--- src/rtl/ifetch_unit.sv ---
// Instruction fetch front end: walks a fetch PC through instruction memory and
// queues {pc, instruction} pairs in a small fall-through buffer for the decoder.
module ifetch_unit #(
    parameter logic [31:0] RESET_PC  = 32'h0000_0000,
    parameter int          DEPTH     = 4,
    parameter int          MEM_WORDS = 512
) (
    input  logic        clk,
    input  logic        rst,
    output logic [31:0] imem_addr,
    input  logic [31:0] imem_data,
    input  logic        redirect_valid,
    input  logic [31:0] redirect_pc,
    output logic        out_valid,
    input  logic        out_ready,
    output logic [31:0] out_pc,
    output logic [31:0] out_ins,
    output logic        fault
);

    localparam int PTR_W = (DEPTH > 1) ? $clog2(DEPTH) : 1;
    localparam int CNT_W = $clog2(DEPTH + 1);
    localparam logic [CNT_W-1:0] FULL = CNT_W'(DEPTH);

    typedef enum logic {
        FETCH = 1'b0,
        FAULT = 1'b1
    } state_t;

    state_t            state;
    logic [31:0]       fetch_pc;
    logic [PTR_W-1:0]  read_ptr;
    logic [PTR_W-1:0]  write_ptr;
    logic [CNT_W-1:0]  count;

    logic [31:0]       buf_pc  [DEPTH];
    logic [31:0]       buf_ins [DEPTH];

    logic              pop;
    logic              slot;
    logic              pc_bad;
    logic              push;
    logic              to_fault;

    assign imem_addr = {2'b00, fetch_pc[31:2]};

    assign out_valid = (count != '0);
    assign out_pc    = buf_pc[read_ptr];
    assign out_ins   = buf_ins[read_ptr];

    assign pop = out_valid && out_ready;

    // A fetch slot exists whenever a push would be legal; a bad PC turns that
    // slot into the fault transition instead of a push.
    assign slot     = (state == FETCH) && !redirect_valid && ((count < FULL) || pop);
    assign pc_bad   = (fetch_pc[1:0] != 2'b00) ||
                      ({2'b00, fetch_pc[31:2]} >= 32'(MEM_WORDS));
    assign push     = slot && !pc_bad;
    assign to_fault = slot && pc_bad;

    always_ff @(posedge clk) begin
        if (rst) begin
            state     <= FETCH;
            fault     <= 1'b0;
            fetch_pc  <= RESET_PC;
            count     <= '0;
            read_ptr  <= '0;
            write_ptr <= '0;
        end else if (redirect_valid) begin
            // Redirect flushes the buffer; a same-cycle pop has already been
            // taken by the consumer, so no bookkeeping for it is needed.
            state     <= FETCH;
            fault     <= 1'b0;
            fetch_pc  <= redirect_pc;
            count     <= '0;
            read_ptr  <= '0;
            write_ptr <= '0;
        end else begin
            if (to_fault) begin
                state <= FAULT;
                fault <= 1'b1;
            end
            if (push) begin
                write_ptr <= write_ptr + 1'b1;
                fetch_pc  <= fetch_pc + 32'd4;
            end
            if (pop) begin
                read_ptr <= read_ptr + 1'b1;
            end
            case ({push, pop})
                2'b10:   count <= count + 1'b1;
                2'b01:   count <= count - 1'b1;
                default: count <= count;
            endcase
        end
    end

    // Buffer payload carries no reset; out_* are don't-care while empty.
    always_ff @(posedge clk) begin
        if (push && !rst) begin
            buf_pc[write_ptr]  <= fetch_pc;
            buf_ins[write_ptr] <= imem_data;
        end
    end

endmodule

--- config.mk ---
export PLATFORM = sky130hd
export DESIGN_NAME = ifetch_unit
export DESIGN_NICKNAME = d
export VERILOG_FILES = /design/src/rtl/ifetch_unit.sv
export SDC_FILE = /design/constraint.sdc
export NUM_CORES = 1
export LEC_CHECK = 0
export BUFFER_PORTS_ARGS = -buffer_cell sky130_fd_sc_hd__buf_4
export CAP_MARGIN = 20
export CORE_MARGIN = 1.5
export CORE_UTILIZATION = 51
export DETAILED_ROUTE_END_ITERATION = 8
export GPL_TIMING_DRIVEN = 0
export PLACE_DENSITY = 0.75
export REMOVE_ABC_BUFFERS = 1
export SYNTH_ARGS = -nofsm -noshare
export SYNTH_HDL_FRONTEND = slang
export SYNTH_SLANG_ARGS = --single-unit
--- constraint.sdc ---
create_clock -name clk -period 3.11 [get_ports clk]
set_input_delay 0.311 -clock clk [delete_from_list [all_inputs] [get_ports clk]]
set_output_delay 0.311 -clock clk [all_outputs]
set_load 0.01 [all_outputs]
==> results of run 1 <==
[logic make-up after synthesis]
family / share of synthesized area (%)
flops: 75.19
mux: 15.00
simple gates: 3.133
buf+inv: 3.508
compound gates: 1.798
fa+ha+maj: 0.9487
xor+xnor: 0.3862
other cells: 0.03306
[critical path, stage by stage, from the launching register on]
cell     delay, ns
dfxtp_1       0.37
nor4_1        0.47
and4_2        0.40
and3_4        0.35
inv_4         0.09
nor2_2        0.25
and2_4        0.37
buf_16        0.27
[metal layers]
metal,vias up,GRT usage [%]
li1,2653,-
met2,193,34.17
met5,-,0
met3,33,3.043
met1,3028,26.06
met4,0,5.039
[cell type report]
type / count / share of cell area, %
Clock buffer: 44 / 6.071
Sequential cell: 298 / 60.11
Clock inverter: 10 / 0.5815
Inverter: 12 / 0.3348
Timing Repair Buffer: 218 / 13.06
Multi-Input combinational cell: 213 / 17.38
Tap cell: 280 / 2.467
[flip-flops by register name, summed over array words and instances, names as in the netlist, named ones only]
register   flops
state          1
buf_ins      128
buf_pc       128
fetch_pc      32
count          3
write_ptr      2
read_ptr       2
[worst min-delay path by stage]
stage / startpoint / to / cells after the start
5_1_grt: redirect_pc[27] / fetch_pc[27]$_SDFFE_PP0P_ / 3
4_1_cts: redirect_pc[25] / fetch_pc[25]$_SDFFE_PP0P_ / 3
3_3_place_gp: state$_SDFFE_PP0P_ / state$_SDFFE_PP0P_ / 2
3_5_place_dp: imem_data[25] / buf_ins[2][25]$_DFFE_PP_ / 1
6_report: redirect_pc[27] / fetch_pc[27]$_SDFFE_PP0P_ / 3
2_1_floorplan: rst / fetch_pc[10]$_SDFFE_PP0P_ / 1
[repair_timing]
item / in CTS / in global routing
setup endpoints to repair: 258 / 166
hold buffers: 42 / 0
hold endpoints to repair: 138 / 0
pin swaps: 3 / 4
resized for setup: 4 / 1
buffers inserted: 0 / 7
gates cloned: 3 / 0
[per-stage QoR]
| stage | power [W] | hold WS [ns] |
|---|---|---|
| after floorplan | 0.004566 | 0.3801 |
| after global placement | 0.004725 | 0.4901 |
| after detailed placement | 0.004740 | 0.5140 |
| after CTS | 0.008165 | 0.002308 |
| after global routing | 0.008335 | 0.01777 |
| final | 0.008095 | 0.01855 |
[power breakdown]
group	internal, W	total, W	switching, W
Combinational	0.000163	0.000286	0.000123
Sequential	0.00436	0.00442	0.0000528
Clock	0.00199	0.00339	0.00140
Total	0.00652	0.00810	0.00158
[placed cells by master (no fill, tap or decap), types with 3 or more instances in the layout]
cell type / instances
clkbuf_16: 29
mux2i_1: 26
o21ai_0: 3
nand2b_1: 3
dlygate4sd3_1: 42
clkbuf_1: 7
a21oi_1: 7
mux4_2: 64
a22oi_1: 3
dfxtp_1: 40
nand2_1: 8
nor2_1: 37
clkbuf_8: 8
buf_16: 5
and2_2: 3
ha_1: 7
o22ai_1: 3
clkinv_1: 4
edfxtp_1: 256
or3_1: 3
xor2_1: 3
nand3_1: 4
and2_4: 4
buf_4: 170
inv_1: 11
==> metrics.yaml, run 1 <==
drt:
  met2_length_mm: 11.57
  met1_length_mm: 9.273
  drt_iter0_markers: 380
  wl_mm: 22.38
  wl_per_cell_um: 20.82
  highest_layer: "met4"
  drtPass1Iterations: 5
  vias_per_cell: 5.495
  drc: 0
  ant_nets: 0
  vias: 5907
  dr_wl_met3_mm: 1.174
cells_and_area:
  fin_util_pct: 65.07
  fin_cells: 1075
  nFillCells: 1477
  diodes: 0
  area_growth_syn_to_layout_pct: 25.20
  multi_input_area_um2: 2467
  ff_latch_area_um2: 8536
  nets: 848
  drive_gt1_share_pct: 37.99
  fin_area_um2: 14200
synth:
  synthCells: 576
  synth-edff-count: 256
  synth.avg_cell_area_um2: 19.69
  synth_cell_types: 45
  synthTopCellsByCount: "edfxtp_1, mux4_2, dfxtp_1"
  synth_top_area_cell: "edfxtp_1"
  synth.most_common_cell: "edfxtp_1"
  syn_area_um2: 11340
  synth.ff_latch_count: 298
  synth_warnings: 0
  synth_flop_cell: "edfxtp_1"
  synth-async-reset-ratio_pct: 0
  synth_top_area_share_pct: 67.78
  synth.yosys.seq_area_share_pct: 75.19
  synth_area_leaders: "edfxtp_1, mux4_2, dfxtp_1"
global_routing:
  grt_pass1_vias: 6181
  antenna_found_initial: 0
  grt_util_all_layers_pct: 19.63
  grt_pass1_wl_mm: 35.22
  grt_overflow: 0
  grt_max_degree: 51
sta:
  worst_pin_slew_ns: 0.7292
  rsz0062_at_grt: "false"
  max_freq_mhz: 340.3
  clock_skew_ns: 0.02017
  tns_ns: 0
  hold_viol_final: 0
  fin_crit_ns: 2.939
  slew_violations: 0
  setup_viol: 0
  max_slew_margin_pct: 51.38
  setup_ws_ns: 0.1715
  min_period_over_period_pct: 94.49
placement:
  pre_cts_slack_ns: -0.4486
  port_buffers: 163
  place_hpwl_mm: 13.16
  placed_cell_area_um2: 12740
  globalplace.congestion: 0.7337
  dp_cells: 969
clocking:
  cts_made_buffers: 29
  clkTransAtPathRegs_ns: 0.07
  htreeDepth: 1
  clk_latency_ns: 0.54
  cts_tree: "done"
  root_buffer: "clkbuf_16"
  cts_buffer_depth: 3
  cts.sinks: 298
setup_path:
  worst-setup-path-type: "reg2reg"
  critPathLaunch: "fetch_pc[26]$_SDFFE_PP0P_"
  r2r-start: "fetch_pc[26]$_SDFFE_PP0P_"
  start_kind: "register"
  endpoint: "buf_ins[0][19]$_DFFE_PP_"
  r2r_cells: 7
  r2r-end: "buf_ins[0][19]$_DFFE_PP_"
  cp_data_arrival_time_ns: 3.16
  endpoint_kind: "register"
  reg2reg_setup_slack_ns: 0.17
  required_ns: 3.34
  path_max_fanout: 39
die:
  fp.dieH_um: 152.1
  core_area_um2: 21820
  die-area_um2: 23140
  start_util_pct: 51.97
  rows: 54
  die_w_um: 152.1
  pin_count: 166
power:
  p_leak_nw: 4.907
  power.density_nw_per_um2: 570.1
  ir_drop_mv: 0.4399
status:
  outcome: "finished clean"
min_path:
  min_path_type: "in2reg"
job:
  max-cap-violations: 0
Power figures use the tool's default switching activity.
==> run 2: changes to the inputs <==
--- a/config.mk
+++ b/config.mk
@@ -8,10 +8,10 @@
 export BUFFER_PORTS_ARGS = -buffer_cell sky130_fd_sc_hd__buf_4
 export CAP_MARGIN = 20
 export CORE_MARGIN = 1.5
-export CORE_UTILIZATION = 51
+export CORE_UTILIZATION = 57
 export DETAILED_ROUTE_END_ITERATION = 8
 export GPL_TIMING_DRIVEN = 0
-export PLACE_DENSITY = 0.75
+export PLACE_DENSITY = 0.8
 export REMOVE_ABC_BUFFERS = 1
 export SYNTH_ARGS = -nofsm -noshare
 export SYNTH_HDL_FRONTEND = slang
==> constraint.sdc (replaced) <==
create_clock -name clk -period 2.8 [get_ports clk]
set_input_delay 0.28 -clock clk [delete_from_list [all_inputs] [get_ports clk]]
set_output_delay 0.28 -clock clk [all_outputs]
set_load 0.01 [all_outputs]
==> metrics.yaml, run 2 (synthesis results as in run 1) <==
die:
  die-area_um2: 20750
  pin_count: 166
  fp.dieH_um: 144.1
  core_area_um2: 19460
  start_util_pct: 58.28
  die_w_um: 144.1
  rows: 51
clocking:
  clk_latency_ns: 0.54
  cts_tree: "done"
  cts_made_buffers: 30
  root_buffer: "clkbuf_16"
  cts_buffer_depth: 3
  htreeDepth: 1
  clkTransAtPathRegs_ns: 0.06
  cts.sinks: 298
sta:
  setup_ws_ns: 0.09134
  slew_violations: 0
  rsz0062_at_grt: "false"
  tns_ns: 0
  clock_skew_ns: 0.01603
  fin_crit_ns: 2.709
  setup_viol: 0
  worst_pin_slew_ns: 0.6071
  min_period_over_period_pct: 96.74
  max_slew_margin_pct: 59.53
  hold_viol_final: 0
  max_freq_mhz: 369.2
drt:
  highest_layer: "met4"
  met1_length_mm: 9.031
  wl_per_cell_um: 20.75
  wl_mm: 22.22
  drc: 0
  ant_nets: 0
  drt_iter0_markers: 340
  met2_length_mm: 11.48
  drtPass1Iterations: 5
  vias_per_cell: 5.584
  dr_wl_met3_mm: 1.367
  vias: 5980
cells_and_area:
  area_growth_syn_to_layout_pct: 26.00
  nFillCells: 1157
  fin_cells: 1071
  final_cell_mix: "edfxtp_1, buf_4, mux4_2, dlygate4sd3_1, dfxtp_1"
  fin_util_pct: 73.43
  drive_gt1_share_pct: 37.02
  final_common_cell: "edfxtp_1"
  reg_top3: "buf_ins x128, buf_pc x128, fetch_pc x32"
  nets: 857
job:
  max-cap-violations: 0
setup_path:
  r2r-end: "count[2]$_SDFFE_PP0P_"
  cp_data_arrival_time_ns: 3.17
  critPathLaunch: "fetch_pc[14]$_SDFFE_PP0P_"
  r2r_cells: 10
  endpoint_kind: "register"
  worst-setup-path-type: "reg2reg"
  start_kind: "register"
  path_max_fanout: 15
  r2r-start: "fetch_pc[14]$_SDFFE_PP0P_"
  required_ns: 3.26
  endpoint: "count[2]$_SDFFE_PP0P_"
  reg2reg_setup_slack_ns: 0.09
status:
  outcome: "finished clean"
global_routing:
  grt_max_degree: 52
  grt_pass1_vias: 6277
  grt_util_all_layers_pct: 21.83
  grt_pass1_wl_mm: 34.04
  antenna_found_initial: 1
  grt_overflow: 0
placement:
  port_buffers: 163
  dp_cells: 954
  globalplace.congestion: 0.7513
  place_hpwl_mm: 12.79
  pre_cts_slack_ns: -0.5318
min_path:
  min_path_type: "in2reg"
power:
  p_leak_nw: 4.944
  ir_drop_mv: 0.5016
  power.density_nw_per_um2: 631.4
[run 2: cell count changes in the layout (fill, tap and decap cells not counted), sizes merged]
cell / previous run / this run
and2: 8 / 6
clkinv: 6 / 13
clkbuf: 44 / 39
dlygate4sd3: 42 / 54
buf: 176 / 174
clkinvlp: 1 / 2
inv: 14 / 13
diode: 0 / 1
[run 2: area by class of cell]
class	count	area, um^2	share of cell area (%)
clock buffers	39	845.8	5.918
well taps	265	331.6	2.320
inverters	12	47.55	0.3327
clock inverters	17	112.6	0.7880
flip-flops and latches	298	8536	59.73
diodes	1	2.502	0.01751
repair buffers	228	1959	13.71
multi-input cells	211	2456	17.19
[run 2: repair_timing]
item / 4_1_cts / 5_1_grt
hold buffers: 54 / 0
pin swaps: 4 / 0
hold endpoints to repair: 150 / 0
setup endpoints to repair: 258 / 254
cloned: 1 / 0
buffers inserted: 5 / 0
resized for setup: 3 / 2
[run 2: how the worst min path moves through the flow]
stage	startpoint	to	slack, ns	cells after the start
floorplan	rst	fetch_pc[10]$_SDFFE_PP0P_	0.35	1
global placement	imem_data[5]	buf_ins[1][5]$_DFFE_PP_	0.48	1
detailed placement	imem_data[8]	buf_ins[0][8]$_DFFE_PP_	0.48	1
CTS	redirect_pc[24]	fetch_pc[24]$_SDFFE_PP0P_	0.005	3
global route	redirect_pc[24]	fetch_pc[24]$_SDFFE_PP0P_	0.01	3
finish	redirect_pc[24]	fetch_pc[24]$_SDFFE_PP0P_	0.02	3
[run 2: stage by stage]
stage	power, W	area (um^2)	hold WS [ns]
2_1_floorplan	0.005071	11000	0.3491
3_3_place_gp	0.005246	12550	0.4792
3_5_place_dp	0.005265	12730	0.4839
4_1_cts	0.009090	14280	0.005272
5_1_grt	0.009298	14290	0.01285
6_report	0.009023	14290	0.01675
[run 2: per-layer routing]
layer | global-route usage (%) | up-vias
met1 | 28.74 | 3047
met5 | 0 | -
li1 | - | 2680
met3 | 3.609 | 31
met4 | 5.961 | 0
met2 | 37.98 | 222
[run 2: power by group]
group,internal [W],switching [W]
Combinational,0.000192,0.000143
Sequential,0.00485,0.0000591
Clock,0.00221,0.00157
Total,0.00725,0.00177
[run 2: critical path, stage by stage (launching register included)]
cell     delay [ns]
dfxtp_1        0.37
or4_4          0.57
nor2_2         0.21
and3_4         0.36
inv_4          0.09
ha_1           0.22
inv_1          0.08
fa_1           0.19
xor2_1         0.09
or3_1          0.32
a21oi_1        0.14
